===== config.mk =====
export PLATFORM = sky130hd
export DESIGN_NAME = led_pattern_ctrl
export DESIGN_NICKNAME = d
export VERILOG_FILES = /design/src/rtl/led_pattern_ctrl.sv
export SDC_FILE = /design/constraint.sdc
export NUM_CORES = 1
export LEC_CHECK = 0
export BUFFER_PORTS_ARGS = -buffer_cell sky130_fd_sc_hd__buf_2
export CORE_MARGIN = 2
export CORE_UTILIZATION = 54
export DETAILED_ROUTE_END_ITERATION = 8
export PLACE_DENSITY = 0.77
export SLEW_MARGIN = 25
export SYNTH_ARGS = -nofsm -noshare
export SYNTH_HDL_FRONTEND = slang
export SYNTH_SLANG_ARGS = --single-unit

===== constraint.sdc =====
create_clock -name clk -period 4.3 [get_ports clk]
set_clock_uncertainty 0.15 [all_clocks]
set_input_delay 0 -clock clk [delete_from_list [all_inputs] [get_ports clk]]
set_output_delay 0 -clock clk [all_outputs]
set_load 0.02 [all_outputs]

===== src/rtl/led_pattern_ctrl.sv =====
// rtl/led_pattern_ctrl.sv - LED pattern sequencer driven from a shared millisecond time base
//
// Ports:
//   clk, rst            system clock, synchronous active-high reset
//   cfg_valid/cfg_ready config handshake; a word is taken only while idle
//   cfg_mode            0 OFF, 1 ON, 2 BLINK, 3 CHASE
//   cfg_period_ms       pattern period in ms (0 is stored as 1)
//   cfg_on_ms           BLINK on-time in ms
//   start, stop         run control (start seen only in IDLE, stop only in RUN)
//   busy                high while the pattern runs
//   cycle_done          one-clk pulse after each period wrap
//   led                 registered LED drive, 1 = lit

module led_pattern_ctrl #(
    parameter int N_LED    = 4,
    parameter int TICK_DIV = 50_000,
    parameter int MS_W     = 16
) (
    input  logic             clk,
    input  logic             rst,
    input  logic             cfg_valid,
    output logic             cfg_ready,
    input  logic [1:0]       cfg_mode,
    input  logic [MS_W-1:0]  cfg_period_ms,
    input  logic [MS_W-1:0]  cfg_on_ms,
    input  logic             start,
    input  logic             stop,
    output logic             busy,
    output logic             cycle_done,
    output logic [N_LED-1:0] led
);

    typedef enum logic {
        S_IDLE = 1'b0,
        S_RUN  = 1'b1
    } state_t;

    localparam logic [1:0] MODE_OFF   = 2'd0;
    localparam logic [1:0] MODE_ON    = 2'd1;
    localparam logic [1:0] MODE_BLINK = 2'd2;
    localparam logic [1:0] MODE_CHASE = 2'd3;

    localparam int              PW        = (TICK_DIV > 1) ? $clog2(TICK_DIV) : 1;
    localparam logic [PW-1:0]   TICK_LAST = PW'(TICK_DIV - 1);
    localparam logic [MS_W-1:0] PERIOD_RST = MS_W'(1000);
    localparam logic [MS_W-1:0] ON_RST     = MS_W'(500);
    localparam logic [N_LED-1:0] CHASE_START = N_LED'(1);

    state_t            r_state;
    logic [1:0]        r_mode;
    logic [MS_W-1:0]   r_period;
    logic [MS_W-1:0]   r_on;
    logic [PW-1:0]     r_presc;
    logic [MS_W-1:0]   r_ms_cnt;
    logic [N_LED-1:0]  r_chase;
    logic              r_cfg_ready;
    logic              r_busy;
    logic              r_cycle_done;
    logic [N_LED-1:0]  r_led;

    logic              w_tick;
    logic              w_wrap;
    logic [MS_W-1:0]   w_ms_next;
    logic [N_LED-1:0]  w_chase_next;
    logic [1:0]        w_entry_mode;
    logic [MS_W-1:0]   w_entry_on;

    // LED image for a given counter state. The led register is loaded from
    // the next-state counter values so the outputs line up with ms_cnt
    // rather than trailing it by one clock.
    function automatic logic [N_LED-1:0] pattern(
        input logic [1:0]       mode,
        input logic [MS_W-1:0]  ms,
        input logic [MS_W-1:0]  on_ms,
        input logic [N_LED-1:0] chase
    );
        logic [N_LED-1:0] v;
        v = '0;
        case (mode)
            MODE_OFF:   v = '0;
            MODE_ON:    v = '1;
            MODE_BLINK: v = (ms < on_ms) ? '1 : '0;
            MODE_CHASE: v = chase;
            default:    v = '0;
        endcase
        return v;
    endfunction

    always_comb begin
        w_tick       = (r_presc == TICK_LAST);
        w_wrap       = w_tick && (r_ms_cnt == r_period - 1'b1);
        w_ms_next    = r_ms_cnt;
        if (w_tick) begin
            w_ms_next = w_wrap ? '0 : r_ms_cnt + 1'b1;
        end
        // Rotate-left by one; the top bit returns to bit0.
        w_chase_next = w_wrap ? ((r_chase << 1) | (r_chase >> (N_LED - 1))) : r_chase;
        // A config word arriving with start is the one the run must use.
        w_entry_mode = cfg_valid ? cfg_mode  : r_mode;
        w_entry_on   = cfg_valid ? cfg_on_ms : r_on;
    end

    always_ff @(posedge clk) begin
        if (rst) begin
            r_state      <= S_IDLE;
            r_mode       <= MODE_OFF;
            r_period     <= PERIOD_RST;
            r_on         <= ON_RST;
            r_presc      <= '0;
            r_ms_cnt     <= '0;
            r_chase      <= CHASE_START;
            r_cfg_ready  <= 1'b1;
            r_busy       <= 1'b0;
            r_cycle_done <= 1'b0;
            r_led        <= '0;
        end else begin
            case (r_state)
                S_IDLE: begin
                    r_led        <= '0;
                    r_busy       <= 1'b0;
                    r_cycle_done <= 1'b0;
                    r_cfg_ready  <= 1'b1;
                    if (cfg_valid) begin
                        r_mode   <= cfg_mode;
                        r_period <= (cfg_period_ms == '0) ? MS_W'(1) : cfg_period_ms;
                        r_on     <= cfg_on_ms;
                    end
                    if (start) begin
                        r_state     <= S_RUN;
                        r_presc     <= '0;
                        r_ms_cnt    <= '0;
                        r_chase     <= CHASE_START;
                        r_busy      <= 1'b1;
                        r_cfg_ready <= 1'b0;
                        r_led       <= pattern(w_entry_mode, '0, w_entry_on, CHASE_START);
                    end
                end
                S_RUN: begin
                    if (stop) begin
                        // Stop wins over a coincident wrap: the partial
                        // period never reports cycle_done.
                        r_state      <= S_IDLE;
                        r_presc      <= '0;
                        r_ms_cnt     <= '0;
                        r_chase      <= CHASE_START;
                        r_cfg_ready  <= 1'b1;
                        r_busy       <= 1'b0;
                        r_cycle_done <= 1'b0;
                        r_led        <= '0;
                    end else begin
                        r_presc      <= w_tick ? '0 : r_presc + 1'b1;
                        r_ms_cnt     <= w_ms_next;
                        r_chase      <= w_chase_next;
                        r_cycle_done <= w_wrap;
                        r_led        <= pattern(r_mode, w_ms_next, r_on, w_chase_next);
                    end
                end
                default: begin
                    r_state <= S_IDLE;
                end
            endcase
        end
    end

    assign cfg_ready  = r_cfg_ready;
    assign busy       = r_busy;
    assign cycle_done = r_cycle_done;
    assign led        = r_led;

endmodule

==> flow_summary.toml <==
[sta]
finalMaxSlewViolations = 0
post-route-period-util_pct = 99.0
final_hold_viol_count = 0
maxSlewHeadroom_pct = 41.2
max_freq_mhz = 235
fin_tns_setup_ns = 0
rsz0062_at_grt = "yes"
tightest_slew_ns = 0.878
post-route-min-period_ns = 4.26
setup_viol = 0

[global_route]
grt_first_pass_wirelength_um = 20800
antenna_found_initial = 0
grt_max_degree = 43
grt_overflow = 0
grt_pass1_vias = 4376
grt_usage_pct = 29.1

[power_and_ir_drop]
irDropWorstVdd_mv = 0.189
switching_share_pct = 28.6
seq_power_share_pct = 49.3
intPower_mw = 1.13
comb_power_share_pct = 14.6
clockPowerShare_pct = 36.1
leakagePower_nw = 2.38
switching_power_uw = 452
power.density_nw_per_um2 = 281
p_total_mw = 1.58

[final_layout]
register_area_sq_um = 1570
multi_input_area_sq_um = 2870
n_antenna_cell = 0
layout.nets = 728
fillers = 653
postLayoutCellArea_sq_um = 5630
area_growth_syn_to_layout_pct = 22.0
layout-drive-gt1-share_pct = 15.2
fin_cells = 781

[synthesis]
yosys.area_share.simple_pct = 29.7
synth.area.top_cells = "dfxtp_1 (34%), nand2_1 (7.4%), xor2_1 (4.9%)"
avgSynthCellArea_sq_um = 7.82
synthArstFlopShare_pct = 0
ys_types = 60
synth-seq-cells = 78
synth_cells = 590
synthMuxAreaShare_pct = 1.30
synth.yosys.warnings = 0
syn-num-nets = 647
ys_seq_area_share_pct = 33.9
yosysTopAreaCell = "dfxtp_1"
synth.most_common_cell = "nand2_1"
synth-edff-count = 0
synthAdderAreaFrac_pct = 4.88
netlist_top_cells_count = "nand2_1 (91), dfxtp_1 (78), nor2_1 (59), a21oi_1 (37), clkbuf_1 (30)"
ys_dominant_reg_cell = "dfxtp_1"
synth_area_sq_um = 4610
synth_compound_area_share_pct = 16.1
synth-xor-area-share_pct = 9.31
synth_top_area_share_pct = 33.9
synth_top_family_by_area = "simple AND/OR/NAND/NOR gates"

[hold_path]
hp-class = "in -> reg"

[route]
post_drt_wl_per_cell_um = 16.6
ant_nets = 0
drtIter0Drc = 396
drc_errors = 0
routed_wl_um = 13000
num_vias = 4706
first_pass_iters = 5
viasPerCell = 6.03

[setup_path]
worst_setup_path_end_kind = "flip-flop"
critPathBufInv = 0
crit_family = "simple AND/OR/NAND/NOR gates"
cp_slowest_stage_delay_ns = 0.55
worstPathRequired_ns = 4.40
cp_max_fo = 6
critPathLaunchType = "flip-flop"
crit_path_cell_trace = "or4b_1 -> or4_4 -> or2_4 -> nor3_4 -> and3_1 -> xnor2_1 -> nor2_1 -> ha_1 -> and4_1 -> and3_1 -> or4bb_1 -> a21oi_2 -> a2bb2oi_2 -> o21ai_1"
crit_type = "reg -> reg"
crit_top_cell = "and3_1"
crit_arrival_ns = 4.35
crit_slowest_cell = "or4_4"

[cts]
clock-sinks = 78
cts_htree_levels = 3
clock_latency_ns = 0.36
cts_inserted_buffers = 9
cts_buffer_depth = 2
cts_tree = "built"
cts.clk_slew.worst_paths_ns = 0.08
cts_root_buf = "clkbuf_8"

[placed_design]
port_buffers = 45
routabilityCongestion = 0.910
place_inst = 722
dp_hpwl_um = 8740
dpl-instance-area_sq_um = 4980

[floorplanning]
dieHeight_um = 96.4
ios = 46
design.die.area_sq_um = 9300
fp.dieW_um = 96.4
initial_core_util_pct = 55.8
row_count = 33
core_area_sq_um = 8260

[run_status]
status = "finished, final reports clean"

[job]
drv_cap = 0
cells in the final DEF, fill, tap and decap left out, types with 6 or more instances in the layout:
master	count
nand3_1	7
buf_4	23
buf_2	45
a31oi_1	12
o21ai_0	18
inv_1	21
clkbuf_8	9
dfxtp_1	76
and3_1	19
nor3_1	10
ha_1	17
a22o_1	7
nand2_1	91
dlygate4sd3_1	37
nand2b_1	11
xor2_1	26
nand3b_1	7
xnor2_1	23
a21oi_1	36
mux2i_1	6
nor4_1	13
a211o_1	7
nor2_1	59
nand4_1	15
final timing paths:
path	endpoint	cells past startpoint	start	slack, ns
setup / recovery	led[2]$_SDFF_PP0_	14	r_presc[7]$_SDFFE_PP0P_	0.04
hold / removal	r_presc[13]$_SDFFE_PP0P_	2	rst	0.06
setup reg to reg	led[2]$_SDFF_PP0_	14	r_presc[7]$_SDFFE_PP0P_	0.04
hold reg to reg	r_period[15]$_SDFFE_PP0P_	2	r_period[15]$_SDFFE_PP0P_	0.33
kinds of logic (layout without fill, tap and decap cells):
kind of cell	after synthesis	after routing
compound gates	115	115
simple gates	267	267
flops	78	78
fa+ha+maj	18	18
xor+xnor	49	49
buf+inv	57	143
mux	6	6
metal layers:
layer / track usage (%) / routed length (um) / up-vias
met1: 36.9 / 5490 / 2213
met2: 49.4 / 6300 / 201
li1: - / - / 2252
met3: 5.04 / 817 / 40
met5: 0 / 0 / -
met4: 11.0 / 338 / 0
through the flow:
| stage | utilization, % | hold slack (ns) | setup WS (ns) |
|---|---|---|---|
| floorplan | - | -0.0322 | 0.167 |
| global placement | 60.3 | 0.0678 | 0.170 |
| detailed placement | 60.3 | 0.0762 | -0.0173 |
| CTS | 67.2 | 0.0139 | 0.0741 |
| global route | 68.1 | 0.0865 | -0.106 |
| finish | 68.1 | 0.0579 | 0.0424 |
layout make-up:
| cell class | instances | area share [%] |
|---|---|---|
| tap | 105 | 2.33 |
| inverter | 21 | 1.40 |
| clock inverter | 6 | 1.22 |
| multi-input combinational | 455 | 50.9 |
| sequential | 78 | 27.8 |
| clock buffer | 10 | 2.27 |
| timing repair buffer | 106 | 14.0 |
flip-flops by register name, summed over array words and instances (netlist names):
signal,cells
led,4
r_on,16
busy,1
cfg_ready,1
r_period,16
r_chase,4
r_mode,2
r_presc,16
r_ms_cnt,16
cycle_done,1
r_state,1
power groups by stage:
stage / combinational (mW) / clock (mW) / sequential, mW
after floorplan: 0.133 / 0 / 0.787
after detailed placement: 0.192 / 0 / 0.795
after global placement: 0.186 / 0 / 0.794
final: 0.230 / 0.570 / 0.779
after global routing: 0.253 / 0.612 / 0.782
after CTS: 0.220 / 0.575 / 0.779
timing repair:
item / in CTS / in global routing
buffers inserted: 0 / 6
hold endpoints to repair: 41 / 0
hold buffers: 37 / 0
endpoints found under the setup margin: 2 / 4
pin swaps: 1 / 9
gates resized for setup: 1 / 12
Power figures use the tool's default switching activity.
